[src/rtl/scan_mux.sv]
// scan_mux: seven-segment digit scanner, 1 dark GAP cycle + DWELL lit cycles per digit; SCAN_MUX_LEADING_ZERO_EN adds leading-zero blanking.
// Outputs are registered from the next state. There is no backpressure: the scanner free-runs while en=1.
module scan_mux #(
    parameter int DIGITS = 4,
    parameter int DWELL  = 4
) (
    input  logic                  clk_1khz,
    input  logic                  rst,
    input  logic                  en,
    input  logic [DIGITS*4-1:0]   digit_data,
    input  logic [DIGITS-1:0]     dp_in,
    input  logic [DIGITS-1:0]     blank,
    output logic [DIGITS-1:0]     scan,
    output logic [7:0]            seg_code,
    output logic                  frame_done
);

    localparam int IW = (DIGITS > 1) ? $clog2(DIGITS) : 1;
    localparam logic [IW-1:0] LAST_IDX = IW'(DIGITS - 1);
    localparam logic [7:0]    LAST_CNT = 8'(DWELL - 1);

    typedef enum logic [1:0] {IDLE, GAP, SHOW} state_t;

    state_t                r_state, w_nxt_state;
    logic [IW-1:0]         r_idx, w_nxt_idx;
    logic [7:0]            r_cnt, w_nxt_cnt;
    logic                  w_frame_end;
    logic                  w_snap;

    logic [DIGITS*4-1:0]   r_snap_data;
    logic [DIGITS-1:0]     r_snap_dp;
    logic [DIGITS-1:0]     r_snap_blank;
    logic [DIGITS-1:0]     w_snap_blank;

    logic [DIGITS-1:0]     r_scan, w_onehot;
    logic [7:0]            r_seg, w_seg;
    logic [3:0]            w_digit;
    logic                  r_frame_done;

    function automatic logic [6:0] f_decode(input logic [3:0] v);
        case (v)
            4'h0: f_decode = 7'h3F;
            4'h1: f_decode = 7'h06;
            4'h2: f_decode = 7'h5B;
            4'h3: f_decode = 7'h4F;
            4'h4: f_decode = 7'h66;
            4'h5: f_decode = 7'h6D;
            4'h6: f_decode = 7'h7D;
            4'h7: f_decode = 7'h07;
            4'h8: f_decode = 7'h7F;
            4'h9: f_decode = 7'h6F;
            4'hA: f_decode = 7'h77;
            4'hB: f_decode = 7'h7C;
            4'hC: f_decode = 7'h39;
            4'hD: f_decode = 7'h5E;
            4'hE: f_decode = 7'h79;
            default: f_decode = 7'h71;
        endcase
    endfunction

    always_comb begin
        w_nxt_state = r_state;
        w_nxt_idx   = r_idx;
        w_nxt_cnt   = r_cnt;
        w_frame_end = 1'b0;
        w_snap      = 1'b0;
        if (!en) begin
            w_nxt_state = IDLE;
            w_nxt_idx   = '0;
            w_nxt_cnt   = '0;
        end else begin
            case (r_state)
                IDLE: begin
                    w_nxt_state = GAP;
                    w_nxt_idx   = '0;
                    w_nxt_cnt   = '0;
                    w_snap      = 1'b1;
                end
                GAP: begin
                    w_nxt_state = SHOW;
                    w_nxt_cnt   = '0;
                end
                SHOW: begin
                    if (r_cnt == LAST_CNT) begin
                        w_nxt_state = GAP;
                        w_nxt_cnt   = '0;
                        if (r_idx == LAST_IDX) begin
                            w_nxt_idx   = '0;
                            w_frame_end = 1'b1;
                            w_snap      = 1'b1;
                        end else begin
                            w_nxt_idx = r_idx + 1'b1;
                        end
                    end else begin
                        w_nxt_cnt = r_cnt + 8'd1;
                    end
                end
                default: begin
                    w_nxt_state = IDLE;
                    w_nxt_idx   = '0;
                    w_nxt_cnt   = '0;
                end
            endcase
        end
    end

`ifdef SCAN_MUX_LEADING_ZERO_EN
    logic [DIGITS-1:0] w_lz_mask;
    logic              w_lead;

    // Walk down from the top digit; the first nonzero value or lit dp ends the run.
    always_comb begin
        w_lz_mask = '0;
        w_lead    = 1'b1;
        for (int i = DIGITS - 1; i >= 1; i--) begin
            if (w_lead && (digit_data[4*i +: 4] == 4'h0) && !dp_in[i]) begin
                w_lz_mask[i] = 1'b1;
            end else begin
                w_lead = 1'b0;
            end
        end
        w_snap_blank = blank | w_lz_mask;
    end
`else
    assign w_snap_blank = blank;
`endif

    // Output decode looks at the upcoming slot so the registered outputs line up with r_state.
    always_comb begin
        w_onehot            = '0;
        w_onehot[w_nxt_idx] = 1'b1;
        w_digit             = r_snap_data[{w_nxt_idx, 2'b00} +: 4];
        w_seg               = '0;
        if (!r_snap_blank[w_nxt_idx]) begin
            w_seg = {r_snap_dp[w_nxt_idx], f_decode(w_digit)};
        end
    end

    always_ff @(posedge clk_1khz or negedge rst) begin
        if (!rst) begin
            r_state      <= IDLE;
            r_idx        <= '0;
            r_cnt        <= '0;
            r_snap_data  <= '0;
            r_snap_dp    <= '0;
            r_snap_blank <= '0;
            r_scan       <= '0;
            r_seg        <= '0;
            r_frame_done <= 1'b0;
        end else begin
            r_state      <= w_nxt_state;
            r_idx        <= w_nxt_idx;
            r_cnt        <= w_nxt_cnt;
            r_frame_done <= w_frame_end;
            if (w_snap) begin
                r_snap_data  <= digit_data;
                r_snap_dp    <= dp_in;
                r_snap_blank <= w_snap_blank;
            end
            if (w_nxt_state == SHOW) begin
                r_scan <= w_onehot;
                r_seg  <= w_seg;
            end else begin
                r_scan <= '0;
                r_seg  <= '0;
            end
        end
    end

    assign scan       = r_scan;
    assign seg_code   = r_seg;
    assign frame_done = r_frame_done;

endmodule
[config.mk]
export PLATFORM = sky130hd
export DESIGN_NAME = scan_mux
export DESIGN_NICKNAME = d
export VERILOG_FILES = /design/src/rtl/scan_mux.sv
export SDC_FILE = /design/constraint.sdc
export NUM_CORES = 1
export LEC_CHECK = 0
export CAP_MARGIN = 10
export CORE_MARGIN = 3
export CORE_UTILIZATION = 53
export CTS_CLUSTER_DIAMETER = 40
export DETAILED_ROUTE_END_ITERATION = 8
export PLACE_DENSITY = 0.79
export SYNTH_ARGS = -nofsm -noshare
export SYNTH_HDL_FRONTEND = slang
export SYNTH_SLANG_ARGS = --single-unit
[constraint.sdc]
create_clock -name clk_1khz -period 4.2 [get_ports clk_1khz]
set_input_delay 0.84 -clock clk_1khz [delete_from_list [all_inputs] [get_ports clk_1khz]]
set_output_delay 0.84 -clock clk_1khz [all_outputs]
set_load 0.1 [all_outputs]
[Word-level counts from Yosys, hierarchy flattened]
Memories as Yosys holds them, arrays and structs flattened.
Index checks and enable logic that the tools add are counted.
Widths: inputs -> output; s select.
Word-level totals
  flip-flop bits (word level): 49
  latch bits: 0
  RAM bits: 0
  ROM bits: 112
  input bits: 27
  output and inout port bits: 13
  word-level logic and storage cells: 47
  memories kept: 1
Cells by class
  add/subtract/negate cells: 2
  multipliers: 0
  div/mod/pow operators: 0
  order comparisons: 2
  eq/ne operators: 5
  shifts and indexed selects: 1
  mux-type cells: 25
  bitwise gates (word level): 0
  reduce and logical (&&, ||, !) cells: 2
Memories
  (name not given): depth 16, width 7, read ports 1, clocked after Yosys merged registers in 0, write ports 0, RTL line 41  | case (v)
Operators by type and width (number)
  $mux 8: 5
  $shiftx 16x5->4: 1
  $mux 2: 5
  $add 8x1->8 const B: 1
  $eq 8x2->1 const B: 1
  $mux 1: 8
  $eq 2x2->1 const B: 3
  $pmux 2 s3: 1
  $bmux 1 s2: 2
  $mux 4: 1
  $pmux 2 s2: 1
  $lt 2x3->1 const B: 1
  $add 2x1->2 const B: 1
  $demux 1 s2: 1
  $eq 2x1->1 const B: 1
  $ge 2x1->1 const B: 1
  $logic_not 2->1: 1
  $pmux 1 s2: 1
  $logic_and 1x1->1: 1

[Longest topological paths before layout]
Gate-level depths: netlist (run 1).
  word-level depth: 10
  depth in mapped cells: 14
  depth with buffers taken out: 12

[Least setup slack after synthesis (run 1)]
Ideal clock, no wire load.
  path kind: register -> register
  start: reg r_cnt[0]
  end: reg r_seg[6], in the netlist seg_code[6]
  arrival time: 2937 ps
  required time: 4096 ps
  setup slack: 1159 ps
  stages on the path, launching flop included: 11
  path buffers: 0
  period minus slack after synthesis: 3041 ps
  cell sequence: dfrtp_1 ha_1 or3b_2 o211ai_4 nand3_4 mux2_2 o221ai_1 inv_1 ha_1 mux2_2 a221oi_1
On the way
  longest elaborated chain between the ends: 8
  elaborated cells between the ends (all ways): 14
  classes of those cells: 2 x eq/ne; 1 x shift; 10 x mux; 1 x memory
Ends and longest elaborated chain
  start: declaration: RTL line 26  | logic [7:0] r_cnt, w_nxt_cnt;
  start signal: assignment: RTL line 153  | r_cnt <= w_nxt_cnt;
  $eq 8x2->1 *: RTL line 84  | if (r_cnt == LAST_CNT) begin
  $mux 2: RTL line 84
  $pmux 2 s2: RTL line 72  | case (r_state)
  $mux 2: RTL line 67  | if (!en) begin
  $shiftx 16x5->4 or $bmux 1 s2 (tied branches): RTL line 132, 134
  $mem_v2 16x7 or $mux 1 (tied branches)
  $mux 8: RTL line 134  | if (!r_snap_blank[w_nxt_idx]) begin
  $mux 8 *: RTL line 160  | if (w_nxt_state == SHOW) begin
  end signal: assignment: RTL line 162  | r_seg <= w_seg;
  end: declaration: RTL line 36  | logic [7:0] r_seg, w_seg;
Every way passes the cells marked *; elsewhere a longest branch is shown, timed or not. The select of a mux whose other input is x is not followed.
A chain may end at the register's enable or synchronous reset.

[Worst setup path after layout (run 1)]
Same ends and word-level chain as after synthesis.

==> results.json, run 1 <==
{
  "path_clk_slew_ns": 0.09,
  "grt.busiest_layer": "met2",
  "fillCellCount": 332,
  "finalSetupViolCount": 0,
  "synth_area_um2": 2490,
  "synthesis.yosys.warnings": 0,
  "synth_top_flop_cell": "dfrtp_1",
  "final_hold_violation_count": 0,
  "worstHoldStart": "r_cnt[0]",
  "critical-path-slowest-cell": "or3b_2",
  "multi_input_area_um2": 1175,
  "start_util_pct": 56.02,
  "route.detailed.drc": 0,
  "postSynthNetCount": 248,
  "antenna_left": 0,
  "detailedRoute.firstIterationViolations": 146,
  "met2_usage_pct": 33.85,
  "grt_overflow": 0,
  "totalNegativeSetupSlack_ns": 0,
  "power_switching_share_pct": 29.28,
  "syn2layout_area_growth_pct": 20.25,
  "antenna_cells": 0,
  "finalNetCount": 286,
  "post_layout_nonfiller_instances": 300,
  "reg2reg_to": "seg_code[6]",
  "cts_setup_buffers": 0,
  "dr_total_vias": 1771,
  "worst_skew_pair.late_latency_ns": 0.30,
  "slowest_stage_delay_cp_ns": 0.53,
  "regToRegStartpoint": "r_cnt[0]",
  "post-route-min-period_ns": 3.485,
  "clock.fmax_mhz": 287.0,
  "timing.critical_path.to_type": "flop",
  "grt_setup_unrepaired": "false",
  "cp-start-kind": "flop",
  "vdd.ir_drop.worst_mv": 0.2430,
  "min_path_type": "reg -> reg",
  "cts-htree-levels": 2,
  "placed_cells_incl_taps": 292,
  "ys_seq_elements": 49,
  "die-width_um": 74.54,
  "die_area_um2": 5556,
  "core_region_area_um2": 4444,
  "timing.final.crit_share_pct": 82.97,
  "detail_route.wl_per_cell_um": 16.53,
  "globalRouteMet3Util_pct": 5.135,
  "floorplan.io_pins": 40,
  "post_cts_resize_count": 0,
  "fin_skew_ns": 0.005242,
  "max_slew_margin_pct": 30.21,
  "total_leakage_power_uw": 0.001286,
  "worst_pin_slew_ns": 1.047,
  "hold_slack_ns": 0.4844,
  "critical_path.cell_chain": "ha_1 > or3b_2 > o211ai_4 > and3_1 > a21oi_2 > o221ai_1 > inv_1 > ha_1 > mux2_2 > a221oi_1",
  "tritoncts": "done",
  "hold_path_end": "r_cnt[0]",
  "post_route_cells_drive_above_1_share_pct": 19.76,
  "clock-root-buffer": "clkbuf_8",
  "post_synth.cell_area_avg_um2": 11.91,
  "r2r_slack_ns": 0.72,
  "cell_count_after_synthesis": 209,
  "synth_async_sr_flop_share_pct": 100.0,
  "synth_edf_count": 0,
  "dp.final_hpwl_um": 3704,
  "detail_route.vias_per_cell": 5.903,
  "p_clk_share_pct": 25.9,
  "seqPwrFrac_pct": 49.6,
  "power_report.internal_total_uw": 810.2,
  "use_met1_pct": 26.14,
  "cp.required_ns": 4.40,
  "ys_seq_area_share_pct": 49.25,
  "comb_power_share_pct": 24.5,
  "timing.max_cap.violations": 0,
  "holdBufCountCts": 0,
  "grt_first_pass_wirelength_um": 8452,
  "io_port_bufs": 39,
  "placedInstanceArea_um2": 2893,
  "vert_die_dim_um": 74.54,
  "ff2ff_path_depth": 10,
  "p_switching_uw": 335.4,
  "grt_max_degree": 50,
  "mostFrequentLayoutCell": "dfrtp_1",
  "mostFrequentLayoutCells": "49 x dfrtp_1, 38 x clkdlybuf4s50_1, 25 x mux2_2",
  "initial_antenna_violation_count": 0,
  "number_of_global_route_vias_before_repair": 1742,
  "cp_max_fo": 10,
  "cell_occurring_most_often_along_the_worst_timing_path": "ha_1",
  "distinct_cell_type_count_of_the_synthesized_netlist": 52,
  "tritoncts_num_sinks": 49,
  "seq_area_um2": 1226,
  "crit_buf_inv": 1,
  "crit_type": "reg -> reg",
  "gp_congestion": 0.8867,
  "post-layout-total-power_uw": 1146,
  "timing.critical_path.arrival_ns": 3.69,
  "cts.path.max_buffers": 2,
  "timing.final.max_slew_violations": 0,
  "finalWirelength_um": 4960,
  "cts_buffers": 5,
  "status": "complete, no violations",
  "groute.usage.overall_pct": 20.21,
  "fp-row-count": 24,
  "worst_path_dominant_cell_family": "compound AO/OA/AOI/OAI gates",
  "power_density_normalized_to_cell_area_nw_per_um2": 382.6,
  "whs_path_depth": 1,
  "finish.instance_area_um2": 2994,
  "detailedRoute.firstPassIterationCount": 4
}
==> cell usage after synthesis, drive strengths merged (4+ instances only) <==
| cell | count | area share, % |
|---|---|---|
| and2 | 4 | 1.0 |
| and3 | 5 | 1.3 |
| buf | 7 | 1.9 |
| dfrtp | 49 | 49 |
| ha | 12 | 6.0 |
| inv | 9 | 1.4 |
| mux2 | 26 | 12 |
| mux2i | 5 | 2.0 |
| nand2 | 10 | 1.5 |
| nand3 | 8 | 2.1 |
| nand4 | 4 | 1.3 |
| nor2 | 13 | 2.0 |
| o21ai | 6 | 1.4 |
| or4 | 5 | 1.8 |
| xnor2 | 4 | 1.4 |
==> through the flow <==
stage	utilization (%)	setup WS [ns]
detailed placement	65.09	0.6830
floorplan	-	1.159
global route	67.37	0.4025
global placement	65.09	0.7905
CTS	67.37	0.7550
finish	67.37	0.7151
==> final cells by class <==
type                    instances  share of cell area [%]
flip-flops and latches         49                   40.95
multi-input cells             142                   39.24
repair buffers                 40                   13.12
clock buffers                   7                   3.218
well taps                      52                   2.173
inverters                       9                   1.128
clock inverters                 1                  0.1672
==> logic make-up (layout without fill, tap and decap cells) <==
family          after synthesis  after routing  synth area share, %
buf+inv                      18             57                3.568
simple gates                 60             60                14.07
xor+xnor                      7              7                2.462
compound gates               32             32                10.70
mux                          31             31                13.92
flops                        49             49                49.25
fa+ha+maj                    12             12                6.030
==> per-layer routing <==
layer | share of wire, % | wire (µm) | vias up
li1 | - | - | 842
met1 | 43 | 2153 | 851
met2 | 50 | 2476 | 72
met3 | 6.0 | 300 | 6
met4 | 0.58 | 29 | 0
met5 | 0 | 0 | -
==> registers in the layout, summed over array words and instances, names as in the netlist <==
register and count:
r_snap_blank 4, r_snap_data 16, r_state 2, seg_code 8, frame_done 1, r_cnt 8
r_idx 2, r_snap_dp 4, scan 4
==> how the worst max path moves through the flow <==
| stage | depth (start not counted) | endpoint | slack (ns) | startpoint |
|---|---|---|---|---|
| after floorplan | 10 | seg_code[6] | 1.16 | r_cnt[0] |
| after global placement | 8 | seg_code[6] | 0.79 | en |
| after detailed placement | 8 | seg_code[6] | 0.68 | en |
| after CTS | 10 | seg_code[6] | 0.76 | r_cnt[0] |
| after global routing | 10 | seg_code[6] | 0.40 | r_cnt[0] |
| final | 10 | seg_code[6] | 0.72 | r_cnt[0] |
==> power by group through the flow <==
stage	registers, µW	logic, µW	clock network [µW]
floorplan	592	179	0
global placement	573	270	0
detailed placement	578	280	0
CTS	568	282	310
global route	577	309	326
finish	568	280	297
Note: power is estimated with default switching activity, not from simulation.
==> inputs of run 2 (changes only) <==
--- a/config.mk
+++ b/config.mk
@@ -7,10 +7,10 @@
 export LEC_CHECK = 0
 export CAP_MARGIN = 10
 export CORE_MARGIN = 3
-export CORE_UTILIZATION = 53
+export CORE_UTILIZATION = 48
 export CTS_CLUSTER_DIAMETER = 40
 export DETAILED_ROUTE_END_ITERATION = 8
-export PLACE_DENSITY = 0.79
+export PLACE_DENSITY = 0.76
 export SYNTH_ARGS = -nofsm -noshare
 export SYNTH_HDL_FRONTEND = slang
 export SYNTH_SLANG_ARGS = --single-unit
==> constraint.sdc (replaced) <==
create_clock -name clk_1khz -period 3.1 [get_ports clk_1khz]
set_input_delay 0.62 -clock clk_1khz [delete_from_list [all_inputs] [get_ports clk_1khz]]
set_output_delay 0.62 -clock clk_1khz [all_outputs]
set_load 0.1 [all_outputs]
==> run 2 against run 1 <==
  * Sequential share of layout area fell by 2.4 points
  * Cell count rose by 11%
  * Die area rose by 9.6%
  * Cell area rose by 6.2%
  * First-iteration DRC count fell by 54%
  * Clock skew fell by 0.0029 ns
  * Register-to-register slack got worse by 0.53 ns
  * Via count rose by 2.0%
  * Sequential power rose by 35%
  * Utilization fell by 2.2 points
  * Combinational power rose by 51%
  * Clock power rose by 56%
==> results.json, run 2 (synthesized netlist as in run 1, its figures left out) <==
{
  "status": "complete, no violations",
  "finalNetCount": 303,
  "post-route-min-period_ns": 2.914,
  "critical-path-slowest-cell": "or4_1",
  "placedInstanceArea_um2": 2999,
  "path_clk_slew_ns": 0.08,
  "cts.path.max_buffers": 2,
  "detail_route.wl_per_cell_um": 15.11,
  "post_route_cells_drive_above_1_share_pct": 32.83,
  "clock-root-buffer": "clkbuf_8",
  "total_leakage_power_uw": 0.001417,
  "floorplan.io_pins": 40,
  "finish.instance_area_um2": 3179,
  "detailedRoute.firstPassIterationCount": 4,
  "fp-row-count": 25,
  "dp_worst_setup_slack_ns": 0.03958,
  "holdBufCountCts": 0,
  "crit_buf_inv": 1,
  "timing.max_cap.violations": 0,
  "grt_first_pass_wirelength_um": 8224,
  "timing.final.max_slew_violations": 0,
  "dr_total_vias": 1806,
  "worst-path-stages": 9,
  "vdd.ir_drop.worst_mv": 0.3184,
  "whs_path_depth": 1,
  "die-width_um": 78.02,
  "hold_path_end": "r_cnt[0]",
  "regToRegStartpoint": "r_cnt[3]",
  "cts-htree-levels": 2,
  "max_slew_margin_pct": 30.53,
  "worst_path_dominant_cell_family": "simple AND/OR/NAND/NOR gates",
  "core_region_area_um2": 4880,
  "mostFrequentLayoutCells": "49 x dfrtp_1, 31 x buf_4, 25 x mux2_2, 25 x clkdlybuf4s50_1, 13 x nor2_1",
  "cp_max_fo": 5,
  "groute.usage.overall_pct": 16.93,
  "initial_antenna_violation_count": 0,
  "slowest_stage_delay_cp_ns": 0.51,
  "regMostFlops": "r_snap_data",
  "timing.critical_path.arrival_ns": 3.12,
  "route.detailed.drc": 0,
  "mostFrequentLayoutCell": "dfrtp_1",
  "antenna_left": 0,
  "dp.final_hpwl_um": 3748,
  "utilization_after_layout_pct": 65.15,
  "r2r_slack_ns": 0.19,
  "power_density_normalized_to_cell_area_nw_per_um2": 520.5,
  "placed_cells_incl_taps": 323,
  "finalSetupViolCount": 0,
  "cts_buffers": 5,
  "detail_route.vias_per_cell": 5.440,
  "timing.critical_path.to_type": "flop",
  "antenna_cells": 0,
  "number_of_global_route_vias_before_repair": 1740,
  "crit_type": "reg -> reg",
  "reg2reg_to": "seg_code[6]",
  "fillCellCount": 416,
  "cp-start-kind": "flop",
  "worstHoldStart": "r_cnt[0]",
  "cp.required_ns": 3.31,
  "ff2ff_path_depth": 9,
  "start_util_pct": 51.03,
  "die_area_um2": 6087,
  "final_hold_violation_count": 0,
  "worst_pin_slew_ns": 1.042,
  "tritoncts_num_sinks": 49,
  "syn2layout_area_growth_pct": 27.69,
  "post_layout_nonfiller_instances": 332,
  "timing.final.crit_share_pct": 93.99,
  "grt_max_degree": 50,
  "worst_skew_pair.late_latency_ns": 0.29,
  "min_path_type": "reg -> reg",
  "totalNegativeSetupSlack_ns": 0,
  "detailedRoute.firstIterationViolations": 67,
  "tritoncts": "done",
  "fin_skew_ns": 0.002390,
  "gp_congestion": 0.8430,
  "largest_register_ffs": 16,
  "critical_path.cell_chain": "nor4_2 > nand4_1 > and2_4 > or4_1 > o221ai_2 > inv_1 > ha_1 > mux2_2 > a221oi_2",
  "clock.fmax_mhz": 343.2,
  "io_port_bufs": 39,
  "finalWirelength_um": 5018,
  "final_critical_path_setup_slack_ns": 0.1862,
  "grt_overflow": 0,
  "vert_die_dim_um": 78.02
}
## run 2: cell count changes in the layout (fill, tap and decap cells not counted), moves of 2 or more
cell,delta
buf_4,+30
clkdlybuf4s50_1,-13
o221ai_1,-3
o221ai_2,+3
a221oi_1,-2
a221oi_2,+2
## run 2: cell type report
class | instances | area, µm² | area share (%)
clock buffers | 7 | 86.33 | 2.715
clock inverters | 1 | 30.03 | 0.9445
inverters | 9 | 33.78 | 1.063
multi-input cells | 142 | 1231 | 38.72
flip-flops and latches | 49 | 1226 | 38.57
well taps | 67 | 83.83 | 2.637
repair buffers | 57 | 488.0 | 15.35
## run 2: worst reg2reg max path, delay by kind of cell, from the launching register on
kind / cells / cell delay, ns
AOI/OAI and AO/OA: 2 / 0.36
adders and majority gates: 1 / 0.22
buffers and inverters: 1 / 0.12
DFF: 1 / 0.45
muxes: 1 / 0.28
and+or+nand+nor: 4 / 1.40
## run 2: metal layers
layer | vias up | track usage, % | share of wire, %
li1 | 875 | - | -
met1 | 881 | 24.10 | 47
met5 | - | 0 | 0
met2 | 46 | 26.46 | 48
met4 | 0 | 4.720 | 0.50
met3 | 4 | 3.326 | 4.3
## run 2: repair_timing
action / CTS / global route
setup endpoints to repair: 0 / 6
buffers inserted: 0 / 1
gates resized for setup: 0 / 13
## run 2: worst max path at each step
| stage | startpoint | to | slack [ns] |
|---|---|---|---|
| floorplan | r_cnt[0] | seg_code[6] | 0.06 |
| global placement | r_cnt[0] | seg_code[6] | 0.15 |
| detailed placement | r_cnt[0] | seg_code[6] | 0.04 |
| CTS | r_cnt[0] | seg_code[6] | 0.01 |
| global route | r_state[0] | seg_code[6] | -0.01 |
| finish | r_cnt[3] | seg_code[6] | 0.19 |
## run 2: power by group
group | total, µW | switching (µW) | internal, µW | leakage [µW]
sequential | 768 | 47.1 | 721 | 0.000628
clock | 463 | 200 | 263 | 0.0000585
combinational | 423 | 220 | 204 | 0.000730
## run 2: through the flow
| stage | power (µW) | hold WS [ns] |
|---|---|---|
| 4_1_cts | 1654 | 0.4835 |
| 5_1_grt | 1747 | 0.5307 |
| 6_report | 1655 | 0.4901 |
| 3_5_place_dp | 1189 | 0.4719 |
| 3_3_place_gp | 1176 | 0.4623 |
| 2_1_floorplan | 1044 | 0.3244 |
